### src/rtl/text_writer.sv
// Write-side front end for the 80x30 text tile buffer: turns a stream of character
// codes into single-tile writes, cursor moves, or a full-screen clear.
module text_writer #(
    parameter int COLS   = 80,
    parameter int ROWS   = 30,
    parameter int CHAR_W = 7
) (
    input  logic              clk_i,
    input  logic              rst_i,
    input  logic [CHAR_W-1:0] char_i,
    input  logic              valid_i,
    output logic              ready_o,
    output logic              wr_en_o,
    output logic [6:0]        col_w_o,
    output logic [4:0]        row_w_o,
    output logic [CHAR_W-1:0] din_o,
    output logic [6:0]        cur_col_o,
    output logic [4:0]        cur_row_o
);

    localparam logic [6:0]        COL_LAST = 7'(COLS - 1);
    localparam logic [4:0]        ROW_LAST = 5'(ROWS - 1);
    localparam logic [CHAR_W-1:0] CH_SPACE = CHAR_W'(8'h20);
    localparam logic [CHAR_W-1:0] CH_TILDE = CHAR_W'(8'h7E);
    localparam logic [CHAR_W-1:0] CH_BS    = CHAR_W'(8'h08);
    localparam logic [CHAR_W-1:0] CH_LF    = CHAR_W'(8'h0A);
    localparam logic [CHAR_W-1:0] CH_FF    = CHAR_W'(8'h0C);
    localparam logic [CHAR_W-1:0] CH_CR    = CHAR_W'(8'h0D);

    typedef enum logic {S_CLEAR, S_IDLE} state_t;

    state_t            state_q, state_d;
    logic [6:0]        clr_col_q, clr_col_d;
    logic [4:0]        clr_row_q, clr_row_d;
    logic              clr_done_q, clr_done_d;
    logic              ready_d, wr_en_d;
    logic [6:0]        col_w_d, cur_col_d;
    logic [4:0]        row_w_d, cur_row_d;
    logic [CHAR_W-1:0] din_d;
    logic              accept;
    logic              is_print;

    function automatic logic [4:0] row_next(input logic [4:0] r);
        return (r == ROW_LAST) ? 5'd0 : r + 5'd1;
    endfunction

    // Row-major advance, returned as {row, col}; wraps the whole screen without scrolling.
    function automatic logic [11:0] advance(input logic [6:0] c, input logic [4:0] r);
        if (c == COL_LAST)
            return {row_next(r), 7'd0};
        else
            return {r, c + 7'd1};
    endfunction

    assign accept   = valid_i && ready_o;
    assign is_print = (char_i >= CH_SPACE) && (char_i <= CH_TILDE);

    always_ff @(posedge clk_i or posedge rst_i) begin
        if (rst_i)
            state_q <= S_CLEAR;
        else
            state_q <= state_d;
    end

    always_comb begin
        state_d = state_q;
        case (state_q)
            S_CLEAR: if (clr_done_q) state_d = S_IDLE;
            S_IDLE:  if (accept && char_i == CH_FF) state_d = S_CLEAR;
            default: state_d = S_CLEAR;
        endcase
    end

    always_comb begin
        wr_en_d    = 1'b0;
        col_w_d    = col_w_o;
        row_w_d    = row_w_o;
        din_d      = din_o;
        cur_col_d  = cur_col_o;
        cur_row_d  = cur_row_o;
        clr_col_d  = clr_col_q;
        clr_row_d  = clr_row_q;
        clr_done_d = clr_done_q;
        ready_d    = ready_o;
        case (state_q)
            S_CLEAR: begin
                if (!clr_done_q) begin
                    wr_en_d = 1'b1;
                    col_w_d = clr_col_q;
                    row_w_d = clr_row_q;
                    din_d   = CH_SPACE;
                    {clr_row_d, clr_col_d} = advance(clr_col_q, clr_row_q);
                    if (clr_col_q == COL_LAST && clr_row_q == ROW_LAST)
                        clr_done_d = 1'b1;
                    ready_d = 1'b0;
                end else begin
                    // One idle edge after the last tile write before accepting input.
                    ready_d    = 1'b1;
                    cur_col_d  = 7'd0;
                    cur_row_d  = 5'd0;
                    clr_col_d  = 7'd0;
                    clr_row_d  = 5'd0;
                    clr_done_d = 1'b0;
                end
            end
            S_IDLE: begin
                ready_d = 1'b1;
                if (accept) begin
                    if (is_print) begin
                        wr_en_d = 1'b1;
                        col_w_d = cur_col_o;
                        row_w_d = cur_row_o;
                        din_d   = char_i;
                        {cur_row_d, cur_col_d} = advance(cur_col_o, cur_row_o);
                    end else begin
                        case (char_i)
                            CH_CR: cur_col_d = 7'd0;
                            CH_LF: begin
                                cur_col_d = 7'd0;
                                cur_row_d = row_next(cur_row_o);
                            end
                            CH_BS: begin
                                if (cur_col_o != 7'd0) begin
                                    cur_col_d = cur_col_o - 7'd1;
                                    wr_en_d   = 1'b1;
                                    col_w_d   = cur_col_o - 7'd1;
                                    row_w_d   = cur_row_o;
                                    din_d     = CH_SPACE;
                                end
                            end
                            CH_FF: begin
                                // The acceptance edge already drives tile (0,0).
                                wr_en_d    = 1'b1;
                                col_w_d    = 7'd0;
                                row_w_d    = 5'd0;
                                din_d      = CH_SPACE;
                                clr_col_d  = 7'd1;
                                clr_row_d  = 5'd0;
                                clr_done_d = 1'b0;
                                ready_d    = 1'b0;
                                cur_col_d  = 7'd0;
                                cur_row_d  = 5'd0;
                            end
                            default: ;
                        endcase
                    end
                end
            end
            default: ;
        endcase
    end

    always_ff @(posedge clk_i or posedge rst_i) begin
        if (rst_i) begin
            wr_en_o    <= 1'b0;
            col_w_o    <= 7'd0;
            row_w_o    <= 5'd0;
            din_o      <= '0;
            ready_o    <= 1'b0;
            cur_col_o  <= 7'd0;
            cur_row_o  <= 5'd0;
            clr_col_q  <= 7'd0;
            clr_row_q  <= 5'd0;
            clr_done_q <= 1'b0;
        end else begin
            wr_en_o    <= wr_en_d;
            col_w_o    <= col_w_d;
            row_w_o    <= row_w_d;
            din_o      <= din_d;
            ready_o    <= ready_d;
            cur_col_o  <= cur_col_d;
            cur_row_o  <= cur_row_d;
            clr_col_q  <= clr_col_d;
            clr_row_q  <= clr_row_d;
            clr_done_q <= clr_done_d;
        end
    end

endmodule

### config.mk
export PLATFORM = sky130hd
export DESIGN_NAME = text_writer
export DESIGN_NICKNAME = d
export VERILOG_FILES = /design/src/rtl/text_writer.sv
export SDC_FILE = /design/constraint.sdc
export NUM_CORES = 1
export LEC_CHECK = 0
export BUFFER_PORTS_ARGS = -buffer_cell sky130_fd_sc_hd__buf_2
export CORE_MARGIN = 2
export CORE_UTILIZATION = 50
export CTS_CLUSTER_DIAMETER = 200
export DETAILED_ROUTE_END_ITERATION = 8
export PLACE_DENSITY = 0.72
export SETUP_SLACK_MARGIN = 0.02
export SLEW_MARGIN = 20
export SYNTH_ARGS = -nofsm -noshare
export SYNTH_HDL_FRONTEND = slang
export SYNTH_SLANG_ARGS = --single-unit
### constraint.sdc
create_clock -name clk_i -period 3.1 [get_ports clk_i]
set_input_delay 0.465 -clock clk_i [delete_from_list [all_inputs] [get_ports clk_i]]
set_output_delay 0.465 -clock clk_i [all_outputs]
set_load 0.05 [all_outputs]
==> flow_summary_export.csv, run 1 <==
group,metric,value,unit
status,status,"complete, no violations",
grt,gr-usage-all-layers,0.238,
cts,clk_latency,0.30,ns
synth,synthCells,331,
grt,grt_pass1_vias,2433,
cts,clkSlewWorstSetupHoldPaths,0.10,ns
critical_path,startpoint_type,"flip-flop",
timing,worstMarginPinSlew,0.815,ns
critical_path,path_delay_family,"simple AND/OR/NAND/NOR gates",
floorplanning,die_h,78.7,µm
synth,synth_area_leader_cell,"dfrtp_1",
synth,ys_ff_latch,47,
cts,hold_buffers,0,
synth,synthTopCellsByArea,"dfrtp_1, nand2_1, o21ai_0, nand3_1, ha_1",
synth,netlist_area,2790,µm²
critical_path,rrSetupSlack,0.52,ns
detailed_routing,first_pass_iters,5,
timing,max_slew_margin,0.456,
layout,final_util,0.583,
placement,gp_congestion,0.904,
synth,async_flop_share,1.00,
layout,drive_gt1_frac,0.194,
cts,cts_tree,"done",
synth,synth-seq-area-share,0.421,
floorplanning,std_cell_rows,27,
critical_path,path_max_fanout,11,
timing,timing.final.crit_period,2.58,ns
grt,grt-ovfl-total,0,
pwr,p_total,2.90,mW
critical_path,cp.arrival,2.76,ns
floorplanning,die_area,6200,µm²
synth,synth_edf_count,0,
pwr,irDropWorstVdd,0.545,mV
critical_path,crit_path_max_incr_delay,0.49,ns
placement,io_buffers,42,
timing,period_share,0.831,
cts,cts_buffer_depth,2,
placement,hpwl,5.02,mm
critical_path,cp.required,3.28,ns
pwr,power_density,914,nW/µm²
floorplanning,initial_utilization,0.513,
layout,antenna_cells,0,
cts,cts_resized,0,
detailed_routing,routed-via-count,2702,
grt,antenna_found_initial,0,
detailed_routing,routed_wl,6.93,mm
synth,synth_area_per_cell,8.43,µm²
cts,cts-root-buf,"clkbuf_8",
cts,cts_max_level,2,
critical_path,cp-end-kind,"flip-flop",
floorplanning,core,5440,µm²
critical_path,critPathBufInv,1,
cts,cts_buffers,5,
cts,postCtsSetupBuffers,0,
layout,area_growth,13.6,%
detailed_routing,first_iter_violations,317,
pwr,leakagePower,1.46,nW
timing,grt_setup_unrepaired,"false",
synth,synth_top_flop_cell,"dfrtp_1",
synth,synth_cell_type_count,50,
cts,cts_sinks,47,
detailed_routing,drc_errors,0,
critical_path,path_cells,"inv_1, ha_1, nor3b_1, nand4_1, a211oi_1, nand2b_1, a211oi_1, a311o_1",
timing,finalClockSkew,0.0118,ns
synth,netlist.area_leader.share,0.421,
synth,ys.warnings.count,0,
floorplanning,io_pins,43,
synth,syn-num-nets,348,
timing,hold_violations,0,
critical_path,path_class,"reg -> reg",
floorplanning,die_w,78.7,µm
critical_path,cpMostUsedCell,"a211oi_1",
run,maxCapViolations,0,
timing,setup_viol,0,
detailed_routing,routed_via_density,6.10,
detailed_routing,drt-wirelength-per-cell,15.6,µm
synth,yosysMostFrequentCell,"nand2_1",
detailed_routing,postRouteAntennaNets,0,
grt,grt_max_degree,48,
layout,nets,387,
grt,grt_pass1_wl,11.7,mm
critical_path,critPathSlowestCell,"dfrtp_1",
timing,final_max_slew_viol_count,0,
hold_path,hold_class,"in -> async",
timing,tns,0,ns
timing,fmax,388,MHz
synth,synth_common_cells,"nand2_1, dfrtp_1, o21ai_0",
-- layout by cell type (no fill, tap or decap), types with 2 or more instances in the layout --
cell and instances:
o21ai_0 36, a21oi_1 9, nand4_1 11, or3_1 3
nor2_1 22, o311a_1 3, and3_1 2, a31oi_1 7
o22ai_1 6, ha_1 7, dfrtp_1 47, nor2b_1 9
o21a_1 2, a22o_1 4, o211ai_1 3, buf_4 9
or2_2 4, mux2i_1 2, clkbuf_8 5, o221ai_1 2
buf_2 42, xor2_1 2, a211oi_1 3, nor3_1 8
nand3_1 25, nand2b_1 4, o31ai_1 5, a21o_1 2
inv_1 10, nand2_1 52, clkinv_2 2
-- cell families after synthesis --
group / after synthesis / synth area share
flops: 47 / 0.421
mux: 3 / 0.0112
compound gates: 92 / 0.218
fa+ha+maj: 7 / 0.0314
xor+xnor: 3 / 0.00941
simple gates: 149 / 0.265
buf+inv: 30 / 0.0435
-- power breakdown --
| part | internal, mW | total, mW | switching (mW) |
|---|---|---|---|
| clock network | 0.162 | 0.387 | 0.225 |
| logic | 0.425 | 1.50 | 1.07 |
| registers | 0.806 | 1.02 | 0.209 |
| total | 1.39 | 2.90 | 1.51 |
-- per-layer routing --
layer | vias up | GRT usage | wire length, µm | share of wire
met2 | 116 | 0.373 | 3170 | 0.46
met3 | 11 | 0.0375 | 377 | 0.054
met4 | 0 | 0.0860 | 138 | 0.020
li1 | 1280 | - | - | -
met5 | - | 0 | 0 | 0
met1 | 1295 | 0.336 | 3250 | 0.47
-- layout make-up --
type | count | area (µm²)
fillers | 502 | 2270
flip-flops and latches | 47 | 1180
well taps | 72 | 90.1
clock inverters | 3 | 22.5
clock buffers | 5 | 68.8
repair buffers | 51 | 278
inverters | 11 | 42.5
multi-input cells | 254 | 1490
-- per-stage QoR --
stage               hold slack, ns  setup slack [ns]  area [µm²]  instances
global route                 0.341             0.253        3170        443
detailed placement           0.461             0.555        3080        435
finish                       0.277             0.523        3170        443
CTS                          0.424             0.542        3170        443
floorplan                    0.460             0.548        2790        331
global placement             0.454             0.609        3080        435
-- registers in the layout, indices dropped and copies added, names as in the netlist --
| signal | count |
|---|---|
| clr_row_q | 5 |
| clr_done_q | 1 |
| clr_col_q | 7 |
| wr_en_o | 1 |
| cur_row_o | 5 |
| din_o | 7 |
| row_w_o | 5 |
| col_w_o | 7 |
| state_q | 1 |
| ready_o | 1 |
| cur_col_o | 7 |
-- path summary, 6_finish.rpt --
path                                      to    startpoint  cells after the start
min in group clk_i                  din_o[6]     char_i[6]                      3
max in group asynchronous       cur_row_o[0]         rst_i                      2
worst max register to register  cur_col_o[0]  cur_col_o[0]                      8
worst max-delay path            cur_col_o[0]  cur_col_o[0]                      8
worst min-delay path                 wr_en_o         rst_i                      2
worst min register to register      din_o[0]      din_o[0]                      2
No activity file was read; power rests on OpenSTA's default activity.
==> run 2, diff against run 1 <==
==> constraint.sdc (replaced) <==
create_clock -name clk_i -period 2.5 [get_ports clk_i]
set_input_delay 0.375 -clock clk_i [delete_from_list [all_inputs] [get_ports clk_i]]
set_output_delay 0.375 -clock clk_i [all_outputs]
set_load 0.05 [all_outputs]
==> flow_summary_export.csv, run 2 (synthesis results as in run 1) <==
group,metric,value,unit
grt,grt_pass1_vias,2493,
pwr,irDropWorstVdd,0.582,mV
status,status,"complete, no violations",
critical_path,cp.required,2.69,ns
detailed_routing,routed_via_density,5.95,
grt,antenna_found_initial,0,
cts,cts_buffers,5,
grt,gr-usage-all-layers,0.236,
placement,placed_area,3140,µm²
timing,tns,0,ns
cts,postCtsSetupBuffers,0,
critical_path,path_cells,"inv_1, ha_1, nor3b_2, nand4_1, a211oi_1, nand2b_1, a211oi_1, a311o_1",
critical_path,path_delay_family,"simple AND/OR/NAND/NOR gates",
detailed_routing,postRouteAntennaNets,0,
timing,worstMarginPinSlew,0.590,ns
cts,cts-root-buf,"clkbuf_8",
grt,grt-ovfl-total,0,
cts,clkSlewWorstSetupHoldPaths,0.09,ns
placement,dp.cells,443,
timing,hold_violations,0,
floorplanning,initial_utilization,0.513,
grt,grt_pass1_wl,11.7,mm
layout,fin_cells,451,
layout,antenna_cells,0,
layout,area_growth,15.8,%
critical_path,cp.arrival,2.45,ns
critical_path,startpoint_type,"flip-flop",
floorplanning,die_h,78.7,µm
floorplanning,io_pins,43,
timing,fin_hold_ws,0.217,ns
cts,cts_buffer_depth,2,
timing,timing.final.crit_period,2.25,ns
placement,io_buffers,42,
placement,gp_congestion,0.883,
floorplanning,die_area,6200,µm²
timing,setup_slack,0.246,ns
pwr,leakagePower,1.50,nW
critical_path,path_max_fanout,8,
timing,final_max_slew_viol_count,0,
layout,final_common_cell,"nand2_1",
detailed_routing,routed-via-count,2685,
layout,final_area,3230,µm²
critical_path,cpMostUsedCell,"a211oi_1",
detailed_routing,first_pass_iters,5,
detailed_routing,drt-wirelength-per-cell,15.2,µm
timing,max_slew_margin,0.607,
critical_path,cp-end-kind,"flip-flop",
critical_path,rrSetupSlack,0.25,ns
floorplanning,die_w,78.7,µm
critical_path,critPathBufInv,1,
cts,clk_latency,0.30,ns
detailed_routing,drc_errors,0,
timing,setup_viol,0,
critical_path,path_class,"reg -> reg",
floorplanning,core,5440,µm²
floorplanning,std_cell_rows,27,
timing,grt_setup_unrepaired,"false",
placement,placement.setup.worst_slack,0.286,ns
critical_path,critPathSlowestCell,"dfrtp_1",
grt,grt_max_degree,48,
timing,finalClockSkew,0.00412,ns
pwr,power_density,1120,nW/µm²
hold_path,hold_class,"in -> async",
cts,cts_tree,"done",
cts,cts_resized,0,
detailed_routing,routed_wl,6.84,mm
placement,hpwl,4.91,mm
layout,nets,395,
cts,cts_max_level,2,
layout,final_cell_mix,"nand2_1, dfrtp_1, buf_2",
timing,fmax,444,MHz
layout,drive_gt1_frac,0.211,
detailed_routing,first_iter_violations,246,
critical_path,crit_path_max_incr_delay,0.39,ns
cts,hold_buffers,0,
run,maxCapViolations,0,
cts,cts_sinks,47,
timing,period_share,0.902,
## run 2: changes by cell type in the layout (fill, tap and decap cells not counted), sizes merged
cell / before / now
buf: 51 / 59
clkinv: 3 / 0
inv: 11 / 12
clkbuf: 5 / 6
clkinvlp: 0 / 1
## run 2: layout make-up
class / instances / area, µm²
clock buffer: 6 / 72.6
inverter: 11 / 41.3
tap: 72 / 90.1
multi-input combinational: 254 / 1500
timing repair buffer: 59 / 338
fill: 499 / 2210
clock inverter: 2 / 16.3
sequential: 47 / 1180
## run 2: per-layer routing
metal	vias up	wire [µm]	track usage	share of wire
li1	1304	-	-	-
met1	1266	3140	0.335	0.46
met2	101	3140	0.373	0.46
met3	14	431	0.0364	0.063
met4	0	124	0.0737	0.018
met5	-	0	0	0
## run 2: worst min-delay path: stages
cell and delay [ns]:
buf_2 0.10, inv_2 0.03, buf_4 0.48
## run 2: path summary, 6_finish.rpt
kind | start | end | cells after the start
worst min register to register | din_o[6] | din_o[6] | 2
worst max register to register | cur_col_o[0] | cur_col_o[0] | 8
max in group asynchronous | rst_i | cur_row_o[1] | 3
worst min-delay path | rst_i | col_w_o[4] | 3
worst max-delay path | cur_col_o[0] | cur_col_o[0] | 8
min in group clk_i | char_i[3] | din_o[3] | 3
## run 2: through the flow
step,utilization,power (mW)
2_1_floorplan,-,2.66
3_3_place_gp,0.578,3.13
3_5_place_dp,0.578,3.17
4_1_cts,0.594,3.64
5_1_grt,0.594,3.87
6_report,0.594,3.62
## run 2: report_power, final
group | total (mW) | internal (mW) | switching [mW]
registers | 1.22 | 1.00 | 0.219
clock network | 0.469 | 0.201 | 0.268
logic | 1.93 | 0.562 | 1.37
==> run 3, diff against run 2 <==
--- a/config.mk
+++ b/config.mk
@@ -5,12 +5,12 @@
 export SDC_FILE = /design/constraint.sdc
 export NUM_CORES = 1
 export LEC_CHECK = 0
+export ABC_AREA = 1
 export BUFFER_PORTS_ARGS = -buffer_cell sky130_fd_sc_hd__buf_2
-export CORE_MARGIN = 2
-export CORE_UTILIZATION = 50
+export CORE_UTILIZATION = 58
 export CTS_CLUSTER_DIAMETER = 200
 export DETAILED_ROUTE_END_ITERATION = 8
-export PLACE_DENSITY = 0.72
+export PLACE_DENSITY = 0.8
 export SETUP_SLACK_MARGIN = 0.02
 export SLEW_MARGIN = 20
 export SYNTH_ARGS = -nofsm -noshare
==> flow_summary_export.csv, run 3 <==
group,metric,value,unit
timing,tns,0,ns
placement,hpwl,5.53,mm
timing,hold_violations,0,
synth,ys_ff_latch,47,
floorplanning,io_pins,43,
timing,worstMarginPinSlew,0.611,ns
timing,fin_hold_ws,0.0751,ns
timing,timing.final.crit_period,2.06,ns
floorplanning,die_area,5620,µm²
cts,cts_sinks,47,
cts,postCtsSetupBuffers,0,
floorplanning,core,5110,µm²
grt,gr-usage-all-layers,0.283,
critical_path,path_max_fanout,20,
cts,cts-root-buf,"clkbuf_8",
status,status,"complete, no violations",
layout,antenna_cells,0,
cts,cts_buffer_depth,2,
timing,fmax,486,MHz
synth,synth-seq-area-share,0.381,
synth,async_flop_share,1.00,
timing,setup_viol,0,
pwr,leakagePower,1.84,nW
pwr,p_sw_frac,0.501,
critical_path,startpoint_type,"flip-flop",
synth,synthTopCellsByArea,"dfrtp_1, nand2_1, nand3_1, inv_1, nor2_1",
cts,cts_tree,"done",
synth,ys.warnings.count,0,
cts,cts_resized,0,
timing,max_slew_margin,0.591,
pwr,p_seq_frac,0.373,
timing,final_max_slew_viol_count,0,
layout,drive_gt1_frac,0.173,
layout,fill_cells,467,
timing,grt_setup_unrepaired,"false",
floorplanning,initial_utilization,0.605,
grt,grt_pass1_wl,11.9,mm
detailed_routing,drc_errors,0,
pwr,pwr-share-comb,0.469,
detailed_routing,postRouteAntennaNets,0,
cts,hold_buffers,0,
floorplanning,die_h,75.0,µm
synth,synthCells,433,
timing,finalClockSkew,0.0164,ns
detailed_routing,routed_via_density,5.49,
layout,final_common_cell,"nand2_1",
cts,cts_buffers,5,
critical_path,path_class,"reg -> reg",
hold_path,hold_class,"in -> async",
synth,syn-num-nets,450,
pwr,power_density,942,nW/µm²
cts,clk_latency,0.31,ns
detailed_routing,first_pass_iters,5,
synth,synth_common_cells,"nand2_1, nand3_1, dfrtp_1",
critical_path,cp-end-kind,"flip-flop",
placement,io_buffers,42,
detailed_routing,routed-via-count,2958,
floorplanning,die_w,75.0,µm
layout,final_cell_mix,"nand2_1, nand3_1, dfrtp_1",
grt,antenna_found_initial,0,
synth,netlist_area,3090,µm²
synth,yosysMostFrequentCell,"nand2_1",
synth,synth_cell_type_count,29,
cts,cts_max_level,2,
timing,period_share,0.823,
critical_path,cp.required,2.69,ns
synth,synth_area_leader_cell,"dfrtp_1",
critical_path,cp.arrival,2.25,ns
pwr,p_int,1.58,mW
synth,synth_area_per_cell,7.13,µm²
grt,grt_pass1_vias,2624,
pwr,p_switching,1.59,mW
layout,nets,485,
run,maxCapViolations,0,
cts,clkSlewWorstSetupHoldPaths,0.10,ns
synth,synth_edf_count,0,
detailed_routing,routed_wl,7.53,mm
pwr,clkPwrFrac,0.158,
grt,grt-ovfl-total,0,
grt,grt_max_degree,28,
floorplanning,std_cell_rows,26,
synth,synth_top_flop_cell,"dfrtp_1",
pwr,p_total,3.17,mW
pwr,irDropWorstVdd,0.424,mV
synth,netlist.area_leader.share,0.381,
layout,area_growth,9.12,%
placement,gp_congestion,0.946,
detailed_routing,drt-wirelength-per-cell,14.0,µm
detailed_routing,first_iter_violations,248,
-- run 3: metal layers --
metal,global-route usage,share of wire,vias to the layer above
met5,0,0,-
met1,0.371,0.45,1354
met2,0.471,0.48,115
met4,0.111,0.022,0
li1,-,-,1469
met3,0.0428,0.052,20
-- run 3: worst paths after layout --
check / from / endpoint / slack (ns) / cells after the start
max: cur_col_o[0] / col_w_o[5] / 0.44 / 9
max in group asynchronous: rst_i / clr_col_q[1] / 1.68 / 3
max reg2reg: cur_col_o[0] / col_w_o[5] / 0.44 / 9
min: rst_i / cur_col_o[6] / 0.08 / 2
min reg2reg: col_w_o[2] / col_w_o[2] / 0.51 / 2
min in group clk_i: char_i[4] / din_o[4] / 0.33 / 3
-- run 3: power groups by stage --
stage          Sequential [mW]  Combinational [mW]  Clock (mW)
4_1_cts                   1.18                1.48       0.507
3_3_place_gp              1.19                1.45           0
6_report                  1.18                1.49       0.501
3_5_place_dp              1.19                1.48           0
5_1_grt                   1.21                1.62       0.543
2_1_floorplan             1.57               0.798           0
-- run 3: cell families after synthesis --
family                   count (synthesis)  synth area share
buffers and inverters                   58            0.0956
adder cells (fa/ha/maj)                  7            0.0284
AO/OA/AOI/OAI                           28            0.0539
XOR/XNOR                                 8            0.0227
flip-flops                              47             0.381
AND/OR/NAND/NOR                        285             0.419
-- run 3: per-stage QoR --
| stage | util | worst slack [ns] | cells | instance area, µm² |
|---|---|---|---|---|
| after global routing | 0.660 | 0.249 | 539 | 3370 |
| after floorplan | - | 0.533 | 433 | 3090 |
| after CTS | 0.660 | 0.466 | 539 | 3370 |
| after detailed placement | 0.640 | 0.486 | 531 | 3270 |
| after global placement | 0.640 | 0.557 | 531 | 3270 |
| final | 0.660 | 0.443 | 539 | 3370 |
-- run 3: critical path: stages (launching register included) --
cell	delay, ns
dfrtp_1	0.46
inv_1	0.19
ha_1	0.28
nand4_1	0.14
nand2_1	0.08
nand3_1	0.07
nand2_1	0.08
nand2_1	0.37
nand2_1	0.20
nand2_1	0.07
-- run 3: final cells by class --
| cell class | count | area, µm² | area share |
|---|---|---|---|
| well taps | 70 | 87.6 | 0.0260 |
| clock inverters | 2 | 16.3 | 0.00483 |
| multi-input cells | 328 | 1620 | 0.480 |
| inverters | 40 | 150 | 0.0446 |
| clock buffers | 6 | 82.6 | 0.0245 |
| repair buffers | 46 | 240 | 0.0713 |
| flip-flops and latches | 47 | 1180 | 0.349 |
